`src/rtl/icache_if.sv`:
```
// rtl/icache_if.sv - fetch-side and backing-memory signal bundle for icache
interface icache_if;
    logic [15:0] cpu_addr;
    logic        cpu_re;
    logic [15:0] cpu_instr;
    logic        cpu_rdy;
    logic        inv;
    logic        mem_req;
    logic [15:0] mem_addr;
    logic        mem_ack;
    logic [15:0] mem_rdata;

    modport master (
        output cpu_addr, cpu_re, inv, mem_ack, mem_rdata,
        input  cpu_instr, cpu_rdy, mem_req, mem_addr
    );

    modport slave (
        input  cpu_addr, cpu_re, inv, mem_ack, mem_rdata,
        output cpu_instr, cpu_rdy, mem_req, mem_addr
    );
endinterface

```
`src/rtl/icache.sv`:
```
// rtl/icache.sv - direct-mapped instruction cache, 4-word lines refilled one word per request
// Optional ICACHE_STATS_EN adds saturating hit_cnt/miss_cnt outputs.
module icache #(
    parameter int INDEX_BITS = 4
) (
    input  logic        clk,
    input  logic        rst,
    icache_if.slave     bus
`ifdef ICACHE_STATS_EN
    ,
    output logic [15:0] hit_cnt,
    output logic [15:0] miss_cnt
`endif
);
    localparam int WORDS_PER_LINE = 4;
    localparam int LINES          = 1 << INDEX_BITS;
    localparam int TAG_BITS       = 14 - INDEX_BITS;

    typedef enum logic [1:0] {IDLE, FILL, COMMIT} state_t;

    state_t state, state_nx;

    logic [LINES-1:0]      valid;
    logic [TAG_BITS-1:0]   tag_mem  [LINES];
    logic [15:0]           data_mem [LINES*WORDS_PER_LINE];

    logic [1:0]            lk_off;
    logic [INDEX_BITS-1:0] lk_idx;
    logic [TAG_BITS-1:0]   lk_tag;
    logic [INDEX_BITS-1:0] fill_idx;
    logic [TAG_BITS-1:0]   fill_tag;
    logic [1:0]            word_cnt;
    logic                  ack_gap;
    logic                  inv_seen;
    logic                  tag_hit;
    logic                  hit;
    logic                  miss;
    logic                  ack_take;
    logic                  last_ack;

    assign lk_off  = bus.cpu_addr[1:0];
    assign lk_idx  = bus.cpu_addr[INDEX_BITS+1:2];
    assign lk_tag  = bus.cpu_addr[15:INDEX_BITS+2];
    assign tag_hit = valid[lk_idx] && (tag_mem[lk_idx] == lk_tag);

    // A same-cycle invalidate suppresses the hit so the pipeline never sees stale data.
    assign hit  = bus.cpu_re && (state == IDLE) && tag_hit && !bus.inv;
    assign miss = bus.cpu_re && (state == IDLE) && !tag_hit;

    assign bus.cpu_rdy   = hit;
    assign bus.cpu_instr = hit ? data_mem[{lk_idx, lk_off}] : 16'h0000;
    assign bus.mem_req   = (state == FILL) && !ack_gap;
    assign bus.mem_addr  = {fill_tag, fill_idx, word_cnt};

    assign ack_take = bus.mem_req && bus.mem_ack;
    assign last_ack = ack_take && (word_cnt == 2'd3);

    always_comb begin
        state_nx = state;
        case (state)
            IDLE:    if (miss) state_nx = FILL;
            FILL:    if (last_ack) state_nx = COMMIT;
            COMMIT:  state_nx = IDLE;
            default: state_nx = IDLE;
        endcase
    end

    always_ff @(posedge clk) begin
        if (rst) begin
            state    <= IDLE;
            valid    <= '0;
            word_cnt <= 2'd0;
            ack_gap  <= 1'b0;
            inv_seen <= 1'b0;
        end else begin
            state   <= state_nx;
            ack_gap <= ack_take;
            if (miss) begin
                word_cnt <= 2'd0;
                inv_seen <= 1'b0;
            end
            if (ack_take) word_cnt <= word_cnt + 2'd1;
            // An invalidate seen anywhere in the refill keeps the in-flight line invalid.
            if (bus.inv) begin
                valid <= '0;
                if (state != IDLE) inv_seen <= 1'b1;
            end else if (state == COMMIT && !inv_seen) begin
                valid[fill_idx] <= 1'b1;
            end
        end
    end

    always_ff @(posedge clk) begin
        if (miss) begin
            fill_tag <= lk_tag;
            fill_idx <= lk_idx;
        end
        if (ack_take) data_mem[{fill_idx, word_cnt}] <= bus.mem_rdata;
        if (state == COMMIT) tag_mem[fill_idx] <= fill_tag;
    end

`ifdef ICACHE_STATS_EN
    always_ff @(posedge clk) begin
        if (rst) begin
            hit_cnt  <= 16'd0;
            miss_cnt <= 16'd0;
        end else begin
            if (hit && hit_cnt != 16'hFFFF)   hit_cnt  <= hit_cnt + 16'd1;
            if (miss && miss_cnt != 16'hFFFF) miss_cnt <= miss_cnt + 16'd1;
        end
    end
`endif
endmodule

```
`src/flat_wrapper.sv`:
```
// flat-port wrapper written by rule: the top's interface ports become plain ports
module icache_flat 
#(
    parameter int INDEX_BITS = 4
)
  (clk, rst, bus_cpu_addr, bus_cpu_re, bus_inv, bus_mem_ack, bus_mem_rdata, bus_cpu_instr, bus_cpu_rdy, bus_mem_req, bus_mem_addr);
  icache_if bus_i ();
  input  logic clk;
  input  logic rst;
  input wire logic [$bits(bus_i.cpu_addr)-1:0] bus_cpu_addr;
  input wire logic [$bits(bus_i.cpu_re)-1:0] bus_cpu_re;
  input wire logic [$bits(bus_i.inv)-1:0] bus_inv;
  input wire logic [$bits(bus_i.mem_ack)-1:0] bus_mem_ack;
  input wire logic [$bits(bus_i.mem_rdata)-1:0] bus_mem_rdata;
  output wire logic [$bits(bus_i.cpu_instr)-1:0] bus_cpu_instr;
  output wire logic [$bits(bus_i.cpu_rdy)-1:0] bus_cpu_rdy;
  output wire logic [$bits(bus_i.mem_req)-1:0] bus_mem_req;
  output wire logic [$bits(bus_i.mem_addr)-1:0] bus_mem_addr;
  assign bus_i.cpu_addr = bus_cpu_addr;
  assign bus_i.cpu_re = bus_cpu_re;
  assign bus_i.inv = bus_inv;
  assign bus_i.mem_ack = bus_mem_ack;
  assign bus_i.mem_rdata = bus_mem_rdata;
  assign bus_cpu_instr = bus_i.cpu_instr;
  assign bus_cpu_rdy = bus_i.cpu_rdy;
  assign bus_mem_req = bus_i.mem_req;
  assign bus_mem_addr = bus_i.mem_addr;
  icache #(.INDEX_BITS(INDEX_BITS)) u_core (.clk(clk), .rst(rst), .bus(bus_i));
endmodule
```
`config.mk`:
```
export PLATFORM = sky130hd
export DESIGN_NAME = icache_flat
export DESIGN_NICKNAME = d
export VERILOG_FILES = /design/src/rtl/icache_if.sv /design/src/rtl/icache.sv /design/src/flat_wrapper.sv
export SDC_FILE = /design/constraint.sdc
export NUM_CORES = 1
export LEC_CHECK = 0
export ABC_AREA = 1
export BUFFER_PORTS_ARGS = -buffer_cell sky130_fd_sc_hd__buf_4
export CAP_MARGIN = 0
export CORE_ASPECT_RATIO = 2
export CORE_MARGIN = 2
export CORE_UTILIZATION = 35
export CTS_BUF_LIST = sky130_fd_sc_hd__clkbuf_4
export CTS_CLUSTER_SIZE = 14
export DETAILED_ROUTE_END_ITERATION = 12
export MAX_ROUTING_LAYER = met4
export PLACE_DENSITY = 0.48
export SLEW_MARGIN = 20
export SYNTH_ARGS = -nofsm -noshare
export SYNTH_HDL_FRONTEND = slang
export SYNTH_SLANG_ARGS = --single-unit
```
`constraint.sdc`:
```
create_clock -name clk -period 6.9 [get_ports clk]
set_clock_uncertainty 0.1 [all_clocks]
set_input_delay 0.345 -clock clk [delete_from_list [all_inputs] [get_ports clk]]
set_output_delay 0.345 -clock clk [all_outputs]
set_load 0.005 [all_outputs]
```
* After elaboration in Yosys (flattened, before gate mapping)
Memory sizes are Yosys's and may differ from the RTL's.
Index checks and enable logic that the tools add are counted.
** Operators by class
- $add $sub $neg :: 1
- Magnitude comparators :: 3
- Eq/ne operators :: 6
- Mux-type cells :: 17
- Bitwise logic cells :: 1
- Reductions and logical operators :: 19
** Operator list (count)
- $mux W16 :: 1
- $or A16 B16 Y16 :: 1
- $eq A10 B10 Y1 :: 1
- $logic_and A1 B1 Y1 :: 10
- $lt A4 B5 Y1 const B :: 2
- $mux W1 :: 9
- $mux W2 :: 4
- $bmux W1 S4 :: 1
- $demux W1 S4 :: 1
- $eq A2 B2 Y1 const B :: 2
- $ge A4 B1 Y1 const B :: 1
- $logic_not A1 Y1 :: 4
- $ne A2 B1 Y1 const B :: 2
- $pmux W2 S2 :: 1
- $reduce_bool A2 Y1 :: 2
- $add A2 B1 Y2 const B :: 1
- $eq A2 B1 Y1 const B :: 1
- $logic_not A2 Y1 :: 1
- $reduce_and A2 Y1 :: 1
- $reduce_or A2 Y1 :: 1
** Word-level totals
- Bits in registers :: 36
- Memory bits (writable) :: 1184
- Input bits :: 37
- Output and inout port bits :: 34
- Logic and storage cells :: 56
- Memories :: 2
** Memory list
- u_core.data_mem :: depth 64, width 16, rd ports 1, clocked after memory_dff 0, write ports 1, RTL line icache.sv:25 : logic [15:0] data_mem [LINES*WORDS_PER_LINE];
- u_core.tag_mem :: depth 16, width 10, rd ports 1, clocked after memory_dff 0, write ports 1, RTL line icache.sv:24 : logic [TAG_BITS-1:0] tag_mem [LINES];

* Longest topological paths before layout
Gate-level depths: netlist (run 1).
- Depth after elaboration :: 8
- Gate-level depth with buffers :: 19
- Depth with buffers taken out :: 16

* Worst setup path before layout (run 1)
No wires, ideal clock.
- Path type :: register to register
- Start point :: reg u_core.state[0]
- End point :: mem u_core.data_mem[12][0], enable pin
- Setup time :: 0.389 ns
- Arrival :: 1.963 ns
- Data required time :: 6.411 ns
- Path slack :: 4.448 ns
- Stages on the path, launching flop included :: 7
- Path buffers :: 0
- Period minus slack after synthesis :: 2.452 ns
- Cell sequence :: dfxtp_1 inv_1 nor3_1 nand2_1 nor2_1 nand3_1 nor2_1
** On the way
- Cells in the longest elaborated chain, start to end :: 5
** Ends and longest elaborated chain
- start, declared :: RTL line icache.sv:21 : state_t state, state_nx;
- start signal, assigned :: RTL line icache.sv:76 : state <= state_nx;
- $eq A2 B1 Y1 :: RTL line icache.sv:52 : assign bus.mem_req = (state == FILL) && !ack_gap;
- $logic_and A1 B1 Y1 :: RTL line icache.sv:52
- named net bus_mem_req :: RTL line flat_wrapper.sv:17 : output wire logic [$bits(bus_i.mem_req)-1:0] bus_mem_req;
- $logic_and A1 B1 Y1 :: RTL line icache.sv:55 : assign ack_take = bus.mem_req && bus.mem_ack;
- $mux W1 :: RTL line icache.sv:98 : if (ack_take) data_mem[{fill_idx, word_cnt}] <= bus.mem_rdata;
- $mux W1 (implied by the code) :: RTL line icache.sv:98
- end, declared :: RTL line icache.sv:25
The timed path passes the listed nets, and every way through them passes these cells.

* Worst setup path in the final report (run 1)
- Start point :: in bus_cpu_addr[2]
- End point :: out bus_cpu_instr[2]
** On the way
- Cells in the longest elaborated chain, start to end :: 6
- Elaborated cells between the ends (all ways) :: 9
- Those cells by class :: eq/ne (1); mux (3); reduce/logical (3); memory (2)
** Ends and longest elaborated chain
- start, declared :: RTL line flat_wrapper.sv:10 : input wire logic [$bits(bus_i.cpu_addr)-1:0] bus_cpu_addr;
- $mem_v2 Z16 W10 / $bmux W1 S4 (equally long branches)
- $eq A10 B10 Y1 / $mux W1 (equally long branches) :: RTL line icache.sv:44 : assign tag_hit = valid[lk_idx] && (tag_mem[lk_idx] == lk_tag);
- $logic_and A1 B1 Y1 :: RTL line icache.sv:44
- $logic_and A1 B1 Y1 (2 in series) :: RTL line icache.sv:47 : assign hit = bus.cpu_re && (state == IDLE) && tag_hit && !bus.inv;
- $mux W16 (*) :: RTL line icache.sv:51 : assign bus.cpu_instr = hit ? data_mem[{lk_idx, lk_off}] : 16'h0000;
- end, declared :: RTL line flat_wrapper.sv:15 : output wire logic [$bits(bus_i.cpu_instr)-1:0] bus_cpu_instr;
Every way passes the cells marked *; elsewhere a longest branch is shown, timed or not. The select of a mux whose other input is x is not followed.

==> summary.md, run 1 <==
| Metric | Value |
|---|---|
| Net load switching power | `roughly 3.6 mW` |
| Slew Viols, Final | `0` |
| TritonCTS sink count | `about 1200` |
| Largest net degree at the start of global routing | `between 150 and 200` |
| Req. time, crit path | `6.45 ns` |
| DR vias | `around 33000` |
| Number of DRC markers in iteration 0 | `around 2100` |
| Final period util | `between 70 and 80%` |
| Worst path max stage delay | `about 0.78 ns` |
| Initial antenna violation count | `3` |
| Netlist cell types | `28` |
| Worst-path fanout max | `105` |
| Sum Neg Setup Slack | `0 ns` |
| Vias in the first global route | `roughly 33000` |
| Min-delay worst type | `in -> reg` |
| Yosys Warn Count | `0` |
| Drt drc | `0` |
| Post-Route WL | `148000 µm` |
| Final min period | `between 4 and 5 ns` |
| TritonCTS clock tree | `done` |
| CP Data Arrival Time | `4.44 ns` |
| Post-Syn Nets | `between 3000 and 4000` |
| Yosys reg bits | `1220` |
| Routed wire length per instance | `about 24 µm` |
| DP Wirelength | `83900 µm` |
| Fin nets | `4227` |
| Cell area after synthesis | `48800 µm²` |
| Leak Pwr | `18.8 nW` |
| Hold_ws | `0.120 ns` |
| Relative slew slack | `roughly 25%` |
| Outcome | `finished clean` |
| Fin cells | `6237` |
| RSZ-0062 raised after global routing | `no` |
| H-Tree Depth | `5` |
| Setup Fix Bufs, Post-CTS | `0` |
| Pre-antenna DRT Iters | `8` |
| Cell count after synthesis | `3938` |
| Core ar. | `~140000 µm²` |
| Fin util | `between 40% and 50%` |
| Final setup viols | `0` |
| Net switching share of the total power | `between 20% and 30%` |
| Critical path class | `in -> out` |
| Num CTS Buffers | `~290` |
| Power per cell area | `269 nW/µm²` |
| Worst Max-Slew Pin Slew | `around 1.1 ns` |
| Seq/Total Area, Yosys | `roughly 75%` |
| Setup crit end kind | `primary output` |
| Gpl congestion | `0.845` |
| Inst Count DP | `5706` |
| Die width | `268 µm` |
| Part of the power in registers | `54.7%` |
| Fmax | `about 200 MHz` |
| Die Y | `around 530 µm` |
| Layout cells sized above 1 | `15.0%` |
| Most frequent cells in the layout | `1198 x edfxtp_1, 605 x nand2_1, 545 x nor2_1` |
| First-pass GRT wire length | `215000 µm` |
| Initial Utilization | `roughly a third` |
| Area Overhead vs Synth | `13.9%` |
| Worst Reg-to-Reg Cells | `6` |
| Placed cell areas | `51500 µm²` |
| Final Cell Area | `roughly 56000 µm²` |
| Most used cell, CP | `nand2_1` |
| Int Power | `~11 mW` |
| Maximum resistive drop on vdd | `around 0.13 mV` |
| Root buf cell | `clkbuf_4` |
| WHS Path Cells | `2` |
| I/O Buffers | `70` |
| Clk Latency, worst-skew pair | `around 1.1 ns` |
| Slowest CP cell | `buf_4` |
| CTS Buffer Depth | `4` |
| Final Hold Viols | `0` |
| Cell family with most CP delay | `buffers and inverters` |
| Site Rows | `slightly below 200` |
| Critical Path, Cell by Cell | `dlygate4sd3_1, clkbuf_8, buf_4, nand2_1, nand3_1, nand3_1, nand3_1, nand2_1, nand2_1, nand2_1, nor2_1, nand4_1, nor2_1, nand3_2, nor2_1, buf_4` |
| Io pins | `about 70` |
| Die area | `around 140000 µm²` |
| Worst-path clk slew | `~0.07 ns` |
| Comb pwr share | `about 6.3%` |
| Avg Cell Area, Syn | `approximately 12 µm²` |
| Number of vias per cell | `~5.2` |
| GRT Overall Usage | `around a fifth` |
| Critical path depth | `16` |
| Most common cell after layout, fill and taps aside | `edfxtp_1` |
| Nature of the critical path startpoint | `input port` |
| Worst path buffer plus inverter count | `4` |
| Clk network pwr share | `39.0%` |
| Max cap viols | `0` |
| DRT antenna net count | `0` |
| Global route overflow | `0` |
-- worst paths after layout --
kind                                         from                      end  slack (ns)
worst max register to register    u_core.state[0]    u_core.data_mem[9][6]        3.28
worst min register to register    u_core.valid[8]          u_core.valid[8]        0.36
worst max-delay path              bus_cpu_addr[2]         bus_cpu_instr[2]        2.02
worst min-delay path            bus_mem_rdata[15]  u_core.data_mem[60][15]        0.12
-- final cells by class --
type,count,area [µm²]
fillers,13300,82800
multi-input cells,2347,10900
flip-flops and latches,1220,36400
inverters,105,417
diodes,5,12.5
clock buffers,413,3100
repair buffers,230,1930
clock inverters,65,447
well taps,1852,2320
-- state kept, by name (all words and copies together) (netlist names) --
| signal | flops |
|---|---|
| u_core.data_mem | 1024 |
| u_core.tag_mem | 160 |
| u_core.valid | 16 |
| u_core.fill_tag | 10 |
| u_core.fill_idx | 4 |
| u_core.state | 2 |
| u_core.word_cnt | 2 |
| u_core.ack_gap | 1 |
| u_core.inv_seen | 1 |
-- Yosys cell counts, drive strengths merged --
cell type  count  area share, %
a21oi         55           0.56
a32o          33           0.68
buf           63           0.68
clkbuf       203            1.6
clkinv         4          0.031
dfxtp         22           0.90
edfxtp      1198             74
ha             1          0.026
inv          101           0.78
nand2        605            4.7
nand3        310            3.2
nand3b         1          0.015
nand4         17           0.22
nor2         575            4.5
nor3          18           0.18
o211ai        38           0.58
o21ai        467            4.8
o22ai        223            2.9
or2            4          0.051
-- stage by stage --
stage / setup WS [ns] / power, mW
6_report: 2.02 / 15.0
5_1_grt: 1.62 / 15.6
4_1_cts: 1.93 / 15.1
3_5_place_dp: 2.42 / 9.27
3_3_place_gp: 2.50 / 9.27
2_1_floorplan: 4.45 / 8.82
-- what timing repair did --
action / 4_1_cts / 5_1_grt
gates resized for setup: 0 / 0
hold buffers: 48 / 0
hold endpoints to repair: 1070 / 0
-- power by group through the flow --
stage | logic, mW | registers, mW | clock network, mW
finish | 0.949 | 8.18 | 5.83
global route | 1.03 | 8.17 | 6.35
CTS | 0.959 | 8.18 | 6.01
detailed placement | 0.934 | 8.34 | 0
global placement | 0.930 | 8.34 | 0
floorplan | 0.498 | 8.32 | 0
-- per-layer routing --
layer	GRT usage, %	up-vias	share of wire [%]
met5	-	-	0
met4	9.57	0	4.2
met3	2.96	301	4.4
met2	37.5	977	54
met1	23.3	16300	38
li1	-	15000	-
-- kinds of logic after synthesis --
group	synth area share (%)
AND/OR/NAND/NOR	12.8
AO/OA/AOI/OAI	9.48
adder cells (fa/ha/maj)	0.0256
buffers and inverters	3.06
flip-flops	74.7
(Power assumes the default switching activity.)
==> run 2: changes to the inputs <==
Clock period 6.9 ns to 5 ns, I/O delays scaled along.
==> summary.md, run 2 (synthesis results as in run 1) <==
| Metric | Value |
|---|---|
| Outcome | `finished clean (unchanged)` |
| Layout cells sized above 1 | `14.8% (was 15.0%)` |
| Drt drc | `0 (unchanged)` |
| Fin nets | `4247 (was 4227)` |
| Most frequent cells in the layout | `1198 x edfxtp_1, 605 x nand2_1, 545 x nor2_1 (unchanged)` |
| Most common cell after layout, fill and taps aside | `edfxtp_1 (unchanged)` |
| Biggest regs | `u_core.data_mem (1024), u_core.tag_mem (160), u_core.valid (16) (unchanged)` |
| Num CTS Buffers | `287 (was 285)` |
| Initial Utilization | `35.3% (unchanged)` |
| Final Hold Viols | `0 (unchanged)` |
| Clk Latency, worst-skew pair | `1.09 ns (was 1.10 ns)` |
| Final min period | `between 4 and 5 ns` |
| Vias in the first global route | `33500 (was 32500)` |
| Final setup viols | `0 (unchanged)` |
| DRT antenna net count | `0 (unchanged)` |
| Maximum resistive drop on vdd | `0.194 mV (was 0.131 mV)` |
| GRT Overall Usage | `21.4% (was 21.1%)` |
| Flip-flop and latch area | `36400 µm² (unchanged)` |
| Worst setup path end | `bus_cpu_instr[14] (was bus_cpu_instr[2])` |
| Post-place setup slack | `1.28 ns (was 2.42 ns)` |
| Root buf cell | `clkbuf_4 (unchanged)` |
| Sum Neg Setup Slack | `0 ns (unchanged)` |
| Post-Route WL | `148000 µm (about the same)` |
| Final period util | `a little under nine tenths` |
| Global route overflow | `0 (unchanged)` |
| Net load switching power | `4.96 mW (was 3.57 mW)` |
| Worst Setup SP | `bus_cpu_addr[2] (unchanged)` |
| GR peak layer | `met2 (unchanged)` |
| Gpl congestion | `0.877 (was 0.845)` |
| CTS-repair resized insts | `0 (unchanged)` |
| H-Tree Depth | `5 (unchanged)` |
| Fmax | `234 MHz` |
| Die Y | `532 µm (unchanged)` |
| Io pins | `71 (unchanged)` |
| TritonCTS sink count | `1220 (unchanged)` |
| Comb pwr share | `6.5% (was 6.3%)` |
| Site Rows | `193 (unchanged)` |
| Area of the multi-input gates | `10900 µm² (unchanged)` |
| Net switching share of the total power | `24.1% (was 23.9%)` |
| First-pass GRT wire length | `218000 µm (was 215000 µm)` |
| Part of the power in registers | `54.9% (was 54.7%)` |
| Number of DRC markers in iteration 0 | `2192 (was 2133)` |
| Worst Reg-to-Reg Cells | `8 (was 6)` |
| Setup crit end kind | `primary output (unchanged)` |
| DR vias | `32800 (was 32600)` |
| Worst-path clk slew | `0.07 ns (about the same)` |
| Fin util | `40.3% (was 40.2%)` |
| Int Power | `15.6 mW (was 11.4 mW)` |
| DP Wirelength | `84000 µm (was 83900 µm)` |
| Reg-to-reg endpoint | `u_core.data_mem[8][8] (was u_core.data_mem[9][6])` |
| Area Overhead vs Synth | `14.3% (was 13.9%)` |
| Fillers | `13200 (was 13300)` |
| Max cap viols | `0 (unchanged)` |
| Core ar. | `138000 µm² (unchanged)` |
| Worst hold start | `bus_inv (was bus_mem_rdata[15])` |
| Critical path class | `in -> out (unchanged)` |
| Min-delay worst type | `in -> reg (unchanged)` |
| CP Data Arrival Time | `3.92 ns (was 4.44 ns)` |
| Max reg flops | `1024 (unchanged)` |
| Relative slew slack | `24.5% (was 25.1%)` |
| Leak Pwr | `18.9 nW (was 18.8 nW)` |
| Largest net degree at the start of global routing | `136 (was 171)` |
| Die width | `268 µm (unchanged)` |
| Die area | `143000 µm² (unchanged)` |
| Clk network pwr share | `38.6% (was 39.0%)` |
| Nature of the critical path startpoint | `input port (unchanged)` |
| RSZ-0062 raised after global routing | `no (unchanged)` |
| TritonCTS clock tree | `done (unchanged)` |
| CTS Buffer Depth | `4 (unchanged)` |
| Top reg by flops | `u_core.data_mem (unchanged)` |
| Worst r2r src | `u_core.state[0] (unchanged)` |
| Reg-to-reg slack, setup | `1.69 ns (was 3.28 ns)` |
| Routed wire length per instance | `23.7 µm (about the same)` |
| Initial antenna violation count | `4 (was 3)` |
| Pre-antenna DRT Iters | `6 (was 8)` |
| Grt met3 use | `3.16% (was 2.96%)` |
| Final worst slack | `0.733 ns (was 2.02 ns)` |
| Req. time, crit path | `4.65 ns (was 6.45 ns)` |
| Met1 Use GR | `23.4% (was 23.3%)` |
| Met2 Resource Use GR | `37.4% (was 37.5%)` |
| I/O Buffers | `70 (unchanged)` |
| Power per cell area | `369 nW/µm² (was 269 nW/µm²)` |
| Slew Viols, Final | `0 (unchanged)` |
| Worst Max-Slew Pin Slew | `1.13 ns (was 1.12 ns)` |
| Number of vias per cell | `5.24 (was 5.23)` |
| Worst-path fanout max | `73 (was 105)` |
==> run 2: changes by cell type in the layout (fill, tap and decap cells not counted) <==
cell           before  now
dlygate4sd3_1      48   53
clkbuf_4          413  402
clkinv_2            5    4
bufinv_16           7    6
clkinv_4            1    0
clkinv_1           44   56
diode_2             5    7
inv_2              10    6
buf_12              5   13
buf_4             174  179
==> run 2: power groups by stage <==
stage	combinational [mW]	sequential (mW)	clock, mW
after floorplan	0.687	11.5	0
after global placement	1.30	11.5	0
after detailed placement	1.31	11.5	0
after CTS	1.34	11.3	8.17
after global routing	1.45	11.3	8.60
final	1.33	11.3	7.93
==> run 2: how the worst min path moves through the flow <==
stage	to	slack, ns	depth (start not counted)
CTS	u_core.valid[13]	0.009	4
floorplan	u_core.inv_seen	0.22	1
finish	u_core.valid[11]	0.16	4
global route	u_core.valid[11]	0.11	4
global placement	u_core.valid[15]	0.35	2
detailed placement	u_core.valid[15]	0.35	2
==> run 2: metrics by stage <==
stage / hold WS (ns) / total power, mW / std cells / instance area, µm²
4_1_cts: 0.00906 / 20.8 / 6244 / 55700
5_1_grt: 0.115 / 21.3 / 6250 / 55700
6_report: 0.162 / 20.5 / 6251 / 55700
2_1_floorplan: 0.219 / 12.2 / 3938 / 48800
3_5_place_dp: 0.347 / 12.8 / 5719 / 51700
3_3_place_gp: 0.345 / 12.8 / 5719 / 51700
==> run 2: repair_timing <==
action                                  CTS  global route
setup buffers                             0             0
hold buffers                             53             0
endpoints found under the hold margin  1076             0
==> run 2: worst max-delay path, stage by stage <==
cell and delay (ns):
dlygate4sd3_1 0.54, clkbuf_8 0.32, inv_6 0.51, nand2_1 0.10, nand2_1 0.09, nand2_1 0.04
nand3_1 0.09, nand3_1 0.23, nand3_1 0.18, nand2_1 0.07, nor2_1 0.08, nand4_1 0.09
nor2_1 0.14, nand3_2 0.46, buf_4 0.36, nor2_2 0.07, buf_4 0.11
==> run 2: cell type report <==
class                           count  share of cell area (%)
Clock inverter                     70                   0.777
Tap cell                         1852                    4.16
Antenna cell                        7                  0.0314
Sequential cell                  1220                    65.3
Clock buffer                      402                    5.41
Inverter                          105                   0.748
Timing Repair Buffer              248                    3.91
Multi-Input combinational cell   2347                    19.6
==> run 2: layer usage <==
| layer | vias to the layer above | share of wire [%] |
|---|---|---|
| met5 | - | 0 |
| met4 | 0 | 5.0 |
| met3 | 329 | 4.8 |
| met2 | 1032 | 52 |
| met1 | 16400 | 38 |
| li1 | 15000 | - |
==> run 3: changes to the inputs <==
Settings changed: CORE_UTILIZATION 35 to 42, PLACE_DENSITY 0.48 to 0.56, SETUP_SLACK_MARGIN from default to 0.4.
==> summary.md, run 3 (synthesis results as in run 1) <==
| Metric | Value |
|---|---|
| Outcome | `finished clean (unchanged)` |
| Slowest CP cell | `buf_4 (was dlygate4sd3_1)` |
| First-pass GRT wire length | `207000 µm (was 218000 µm)` |
| CP Data Arrival Time | `3.77 ns (was 3.92 ns)` |
| Area of the multi-input gates | `10900 µm² (about the same)` |
| Most frequent cells in the layout | `1198 x edfxtp_1, 605 x nand2_1, 556 x nor2_1 (was 1198 x edfxtp_1, 605 x nand2_1, 545 x nor2_1)` |
| Net load switching power | `4.77 mW (was 4.96 mW)` |
| Placed cell areas | `51300 µm² (was 51700 µm²)` |
| CTS-repair resized insts | `0 (unchanged)` |
| Final min period | `4.12 ns (was 4.27 ns)` |
| Most common cell after layout, fill and taps aside | `edfxtp_1 (unchanged)` |
| I/O Buffers | `70 (unchanged)` |
| Worst-path fanout max | `92 (was 73)` |
| Leak Pwr | `18.8 nW (was 18.9 nW)` |
| Global route overflow | `0 (unchanged)` |
| Final period util | `82.4% (was 85.3%)` |
| Die area | `119000 µm² (was 143000 µm²)` |
| GRT Overall Usage | `24.4% (was 21.4%)` |
| Routed wire length per instance | `24.0 µm (was 23.7 µm)` |
| Final setup viols | `0 (unchanged)` |
| Final Cell Area | `55100 µm² (was 55700 µm²)` |
| Initial antenna violation count | `3 (was 4)` |
| Setup Fix Bufs, Post-CTS | `0 (unchanged)` |
| Clk network pwr share | `37.3% (was 38.6%)` |
| Net switching share of the total power | `23.8% (was 24.1%)` |
| TritonCTS clock tree | `done (unchanged)` |
| Layout cells sized above 1 | `14.6% (was 14.8%)` |
| Pre-antenna DRT Iters | `6 (unchanged)` |
| Area Overhead vs Synth | `13.0% (was 14.3%)` |
| Relative slew slack | `24.3% (was 24.5%)` |
| Worst Reg-to-Reg Cells | `6 (was 8)` |
| Critical Path, Cell by Cell | `dlygate4sd3_1, clkbuf_8, inv_6, buf_4, nand2_1, nand3_1, nand3_1, nand3_1, nand2_1, nor2_1, buf_4 (was dlygate4sd3_1, clkbuf_8, inv_6, nand2_1, nand2_1, nand2_1, nand3_1, nand3_1, nand3_1, nand2_1, nor2_1, nand4_1, nor2_1, nand3_2, buf_4, nor2_2, buf_4)` |
| DP Wirelength | `80600 µm (was 84000 µm)` |
| Worst-path clk slew | `0.07 ns (about the same)` |
| Clk Latency, worst-skew pair | `1.17 ns (was 1.09 ns)` |
| DRT antenna net count | `0 (unchanged)` |
| Root buf cell | `clkbuf_4 (unchanged)` |
| Top reg by flops | `u_core.data_mem (unchanged)` |
| DR vias | `33000 (was 32800)` |
| Max reg flops | `1024 (unchanged)` |
| Critical path class | `in -> out (unchanged)` |
| Post-place setup slack | `1.49 ns (was 1.28 ns)` |
| Setup crit end kind | `primary output (unchanged)` |
| Site Rows | `176 (was 193)` |
| Req. time, crit path | `4.65 ns (about the same)` |
| RSZ-0062 raised after global routing | `no (unchanged)` |
| Post-Route WL | `141000 µm (was 148000 µm)` |
| Gpl congestion | `0.873 (was 0.877)` |
| Min-delay worst type | `in -> reg (unchanged)` |
| Initial Utilization | `42.4% (was 35.3%)` |
| Final Hold Viols | `0 (unchanged)` |
| Num CTS Buffers | `280 (was 287)` |
| Worst Max-Slew Pin Slew | `1.13 ns (about the same)` |
| Worst path max stage delay | `0.71 ns (was 0.54 ns)` |
| CTS Buffer Depth | `4 (unchanged)` |
| Nature of the critical path startpoint | `input port (unchanged)` |
| Power per cell area | `364 nW/µm² (was 369 nW/µm²)` |
| Most used cell, CP | `nand3_1 (was nand2_1)` |
| Number of vias per cell | `5.60 (was 5.24)` |
| Largest net degree at the start of global routing | `122 (was 136)` |
| Slew Viols, Final | `0 (unchanged)` |
| Fin nets | `4244 (was 4247)` |
| Comb pwr share | `6.5% (about the same)` |
| Fillers | `10300 (was 13200)` |
| Die width | `245 µm (was 268 µm)` |
| Int Power | `15.3 mW (was 15.6 mW)` |
| Max cap viols | `0 (unchanged)` |
| WHS Path Cells | `2 (was 4)` |
| Part of the power in registers | `56.2% (was 54.9%)` |
| Fmax | `243 MHz (was 234 MHz)` |
| Die Y | `486 µm (was 532 µm)` |
| Biggest regs | `u_core.data_mem (1024), u_core.tag_mem (160), u_core.valid (16) (unchanged)` |
| Sum Neg Setup Slack | `0 ns (unchanged)` |
| Maximum resistive drop on vdd | `0.193 mV (was 0.194 mV)` |
| Io pins | `71 (unchanged)` |
| TritonCTS sink count | `1220 (unchanged)` |
| Final worst slack | `0.879 ns (was 0.733 ns)` |
| Flip-flop and latch area | `36400 µm² (unchanged)` |
| Drt drc | `0 (unchanged)` |
| Vias in the first global route | `32900 (was 33500)` |
| H-Tree Depth | `5 (unchanged)` |
| Number of DRC markers in iteration 0 | `2643 (was 2192)` |
| Core ar. | `115000 µm² (was 138000 µm²)` |
==> run 3: changes by cell type in the layout (fill, tap and decap cells not counted), sizes merged <==
cell	before	now
diode	7	4
clkbuf	404	394
clkinvlp	2	0
buf	193	195
clkinv	60	59
dlygate4sd3	53	56
bufinv	6	2
==> run 3: critical path, delay by kind of cell <==
| family | cells | cell delay [ns] |
|---|---|---|
| buffers and inverters | 5 | 2.33 |
| and+or+nand+nor | 6 | 1.05 |
==> run 3: cell type report <==
type                       count  area share [%]
clock inverter                63           0.563
sequential                  1220            66.1
clock buffer                 393            5.35
tap                         1513            3.44
multi-input combinational   2347            19.8
antenna                        4          0.0182
inverter                     105           0.756
timing repair buffer         252            4.02
==> run 3: path summary, 6_finish.rpt <==
| path | start | end | slack [ns] |
|---|---|---|---|
| worst min-delay path | bus_mem_rdata[7] | u_core.data_mem[62][7] | 0.11 |
| worst max register to register | u_core.state[0] | u_core.data_mem[31][11] | 1.69 |
| worst max-delay path | bus_cpu_addr[2] | bus_cpu_instr[2] | 0.88 |
| worst min register to register | u_core.valid[9] | u_core.valid[9] | 0.36 |
==> run 3: through the flow <==
step	util (%)	hold WS, ns	instances	total power [mW]
floorplan	-	0.219	3938	12.2
global placement	44.5	0.344	5380	12.8
detailed placement	44.5	0.346	5381	12.8
CTS	47.8	0.00685	5893	20.2
global route	47.9	0.0608	5897	20.8
finish	47.9	0.110	5897	20.1
==> run 3: power by group through the flow <==
stage	clock, mW	sequential [mW]	combinational [mW]
3_3_place_gp	0	11.5	1.25
2_1_floorplan	0	11.5	0.687
6_report	7.50	11.3	1.30
5_1_grt	8.11	11.3	1.40
3_5_place_dp	0	11.5	1.26
4_1_cts	7.66	11.3	1.30
==> run 3: timing repair <==
item | 4_1_cts | 5_1_grt
endpoints found under the hold margin | 1077 | 0
hold buffers | 56 | 0
endpoints found under the setup margin | 0 | 0
==> run 3: metal layers <==
layer | track usage, % | vias up | routed length [µm]
met5 | - | - | 0
met4 | 11.9 | 0 | 6620
li1 | - | 15000 | -
met1 | 27.0 | 16400 | 52200
met2 | 42.7 | 1271 | 74600
met3 | 3.77 | 321 | 7990
